File: src/rtl/col_input_ctrl.sv
// col_input_ctrl: buffers ROWS operand words and loads them into a PE column; COL_IN_SKEW_EN staggers the row strobes
module col_input_ctrl #(
  parameter int ROWS = 8,
  parameter int INWIDTH = 32
) (
  input  logic               clk,
  input  logic               rstn,
  input  logic [INWIDTH-1:0] in_w,
  input  logic               wvalid,
  output logic               wready,
  input  logic               go,
  input  logic               clear,
  output logic [INWIDTH-1:0] out_r [0:ROWS-1],
  output logic               out_v [0:ROWS-1],
  output logic               armed
);
  localparam int IW = $clog2(ROWS + 1);
  localparam int OW = $clog2(ROWS);
  typedef enum logic [1:0] {FILL, ARMED, ISSUE} state_t;
  state_t state, state_nx;
  logic [IW-1:0] icnt;
  logic [INWIDTH-1:0] buf_q [0:ROWS-1];
  logic xfer, last_w, issue_done;
  assign xfer = wvalid && wready;
  assign last_w = icnt == IW'(ROWS - 1);
  assign out_r = buf_q;
`ifdef COL_IN_SKEW_EN
  logic [OW-1:0] ocnt;
  assign issue_done = ocnt == OW'(ROWS - 1);
  always_ff @(posedge clk or negedge rstn)
    if (!rstn) ocnt <= '0;
    else if (clear || (state == ARMED && go)) ocnt <= '0;
    else if (state == ISSUE) ocnt <= ocnt + 1'b1;
`else
  assign issue_done = 1'b1;
`endif
  always_ff @(posedge clk or negedge rstn)
    if (!rstn) state <= FILL;
    else state <= state_nx;
  always_comb begin
    state_nx = clear ? FILL :
               state == FILL  ? ((xfer && last_w) ? ARMED : FILL) :
               state == ARMED ? (go ? ISSUE : ARMED) :
               issue_done ? FILL : ISSUE;
  end
  always_comb begin
    wready = state == FILL;
    armed = state == ARMED;
    for (int i = 0; i < ROWS; i++)
`ifdef COL_IN_SKEW_EN
      out_v[i] = state == ISSUE && ocnt == OW'(i);
`else
      out_v[i] = state == ISSUE;
`endif
  end
  // buf only moves on accepted transfers, so out_r holds steady through ISSUE
  always_ff @(posedge clk or negedge rstn)
    if (!rstn) begin
      icnt <= '0;
      for (int i = 0; i < ROWS; i++) buf_q[i] <= '0;
    end else if (clear || (state == ISSUE && issue_done)) begin
      icnt <= '0;
    end else if (xfer) begin
      buf_q[icnt[OW-1:0]] <= in_w;
      icnt <= icnt + 1'b1;
    end
endmodule

File: config.mk
export PLATFORM = sky130hd
export DESIGN_NAME = col_input_ctrl
export DESIGN_NICKNAME = d
export VERILOG_FILES = /design/src/rtl/col_input_ctrl.sv
export SDC_FILE = /design/constraint.sdc
export NUM_CORES = 1
export LEC_CHECK = 0
export CAP_MARGIN = 25
export CELL_PAD_IN_SITES_DETAIL_PLACEMENT = 0
export CELL_PAD_IN_SITES_GLOBAL_PLACEMENT = 2
export CORE_AREA = 2 2 189 191
export DETAILED_ROUTE_END_ITERATION = 8
export DIE_AREA = 0 0 191 193
export PLACE_DENSITY = 0.73
export SLEW_MARGIN = 25
export SYNTH_ARGS = -nofsm -noshare
export SYNTH_HDL_FRONTEND = slang
export SYNTH_SLANG_ARGS = --single-unit
File: constraint.sdc
create_clock -name clk -period 1.7 [get_ports clk]
set_clock_uncertainty 0.1 [all_clocks]
set_input_delay 0.425 -clock clk [delete_from_list [all_inputs] [get_ports clk]]
set_output_delay 0.425 -clock clk [all_outputs]
set_load 0.01 [all_outputs]
==> reports/qor.csv <==
metric;value;unit
WL/cell;21.4;um
Final period util;1.18;
Hold Path Class;primary input to async pin;
reported max-cap violation count;0;
crit end category;flip-flop;
Synthesis Warnings;0;
uppermost layer routed;met4;
die footprint;36900;um^2
Synth Net Count;633;
final hold viol count;0;
top cells by area, synth;dfrtp_1 (66%), mux2_2 (29%), buf_4 (0.75%), buf_6 (0.68%), buf_2 (0.65%);
largest family of logic cells by synthesized area;multiplexers;
setup violators final;266;
Pwr per Cell Area;1170;nW/um^2
sequential-to-total area share from yosys stat;0.658;
Post-synth top cells;dfrtp_1 (262), mux2_2 (253), buf_2 (13);
fill count;3334;
worst slew pin tran;0.418;ns
Top FF cell, synth;dfrtp_1;
RSZ-0062 raised after global routing;yes;
critical path fanouts, max;6;
Metal-1 WL;14000;um
die boundary width;191;um
largest net degree at the start of global routing;43;
HPWL after DPL;19400;um
slew margin rel.;0.721;
Synth top area share;0.658;
# diodes;0;
DR iter-0 viols;196;
post-route ant nets;0;
CTS Sinks;262;
Die Height;193;um
# DRC;0;
Critical Path RT;2.03;ns
kind of critical path;flip-flop to flip-flop;
Reg2Reg Launch Point;state[0];
clk_lat worst skew;0.53;ns
multiplexer share of the synthesized area;0.291;
Nets;1003;
VDD IR max;0.000711;V
Syn Inst Count;595;
initial antenna violation count;0;
DR WL met2;14400;um
CTS tree;yes;
startpoint types;flip-flop;
Leak Pwr;0.00748;uW
initial core utilization;0.285;
metal3 WL;2130;um
outcome;finished with violations;
Final Max Slew Viols;0;
violated checks;setup timing;
Post-Syn Area;9960;um^2
vias;6489;
CTS clk-pin slew, worst paths;0.06;ns
Setup TNS Final;-60.38;ns
Synth Area in Compound Gates;0.00314;
Via density;4.48;
Avg Inst Size Synth;16.7;um^2
grt ovf;0;
CTS root buffer;clkbuf_16;
area leader, netlist;dfrtp_1;
final worst path period need;2.00;ns
Fin Hold WS;0.291;ns
Fmax;499;MHz
GR Util All Layers;0.158;
#FFs+latches synth;262;
vias in the first global route;6660;
layout cells sized above 1;0.673;
first-pass GRT wire length;43900;um
Core Rows;69;
setup ws final;-0.305;ns
Port-buffer cells;302;
Synth cell types;30;
Crit. Startpoint;state[0];
most numerous cell in the Yosys netlist;dfrtp_1;
iteration count of the initial detailed-routing pass;4;
area of the core;35000;um^2
routability cong.;0.724;
H-tree level count;1;
number of CTS-inserted buffers;29;
# IOs;303;
FFs w/ async S/R, synth;1.00;
EDFF count, synth;0;
Synth Area in Adders;0.00126;
simple logic cell fraction of the synthesized area;0.0222;
Synth Area in XOR/XNOR;0;
final wirelength;31000;um
Area Overhead vs Synth;45.9;%
maximum clock insertion buffer count;3;
CP arrival;2.34;ns
==> cells by family (layout without fill, tap and decap cells) <==
kind of cell,count (synthesis),count (layout)
mux,257,257
buf+inv,38,428
flops,262,262
compound gates,6,6
simple gates,31,32
fa+ha+maj,1,1
==> layer usage <==
| layer | up-vias | GRT usage |
|---|---|---|
| met4 | 0 | 0.0334 |
| met3 | 33 | 0.0425 |
| met1 | 3394 | 0.218 |
| met2 | 202 | 0.250 |
| li1 | 2860 | - |
| met5 | - | 0 |
==> power breakdown <==
group	switching (uW)	internal [uW]
combinational	1510	1540
clock	2530	3870
sequential	422	7140
==> area by class of cell <==
type	instances	area, um^2	area share
clock buffers	39	833	0.0574
clock inverters	13	151	0.0104
multi-input cells	296	3610	0.248
flip-flops and latches	262	6560	0.451
well taps	461	577	0.0397
repair buffers	376	2800	0.193
==> critical path, cell delays in order, from the launching register on <==
cell	delay, ns
dfrtp_1	0.40
buf_6	0.12
nor4b_4	0.19
buf_4	0.17
buf_4	0.11
buf_6	0.11
nand3b_1	0.09
buf_6	0.17
clkbuf_16	0.17
mux2_2	0.27
==> through the flow <==
stage                     utilization  instance area, um^2  worst slack [ns]  cells  total power (uW)
after floorplan                     -                10200            -0.324    595              9000
after global placement          0.400                14000            -0.769   1358             11500
after detailed placement        0.400                14000            -0.806   1358             11500
after CTS                       0.414                14500            -0.298   1434             17400
after global routing            0.416                14500            -0.393   1447             17900
final                           0.416                14500            -0.305   1447             17000
==> timing repair <==
action / CTS / global route
resized for setup: 1048 / 105
setup buffers: 18 / 8
pin swaps: 1 / 3
hold buffers: 1 / 0
endpoints found under the hold margin: 32 / 0
cloned: 5 / 8
setup endpoints to repair: 522 / 327
==> layout by cell type, fill, tap and decap left out, types with 3 or more instances in the layout <==
cell | synthesis | final
buf_12 | 0 | 22
buf_2 | 13 | 240
buf_4 | 10 | 30
buf_6 | 6 | 18
buf_8 | 0 | 3
bufinv_16 | 0 | 3
clkbuf_1 | 3 | 3
clkbuf_16 | 0 | 36
clkbuf_2 | 2 | 17
clkbuf_8 | 0 | 7
clkdlybuf4s50_1 | 0 | 35
clkinv_2 | 0 | 6
clkinvlp_4 | 0 | 3
dfrtp_1 | 262 | 260
mux2_2 | 253 | 163
mux2_4 | 0 | 94
nand2_1 | 7 | 5
nor2_1 | 4 | 3
o21ai_0 | 3 | 3
==> final timing paths <==
| check | end | slack [ns] | cells after the start |
|---|---|---|---|
| max in group asynchronous | out_r[173] | 0.58 | 3 |
| setup reg to reg | out_r[234] | -0.30 | 9 |
| hold / removal | out_r[24] | 0.29 | 2 |
| setup / recovery | out_r[234] | -0.30 | 9 |
| hold reg to reg | out_r[215] | 0.40 | 1 |
| min in group clk | state[0] | 0.38 | 2 |
==> state kept, by name, summed over array words and instances, names as in the netlist <==
register,cells
state,2
out_r,256
icnt,4
No activity file was read; power rests on OpenSTA's default activity.
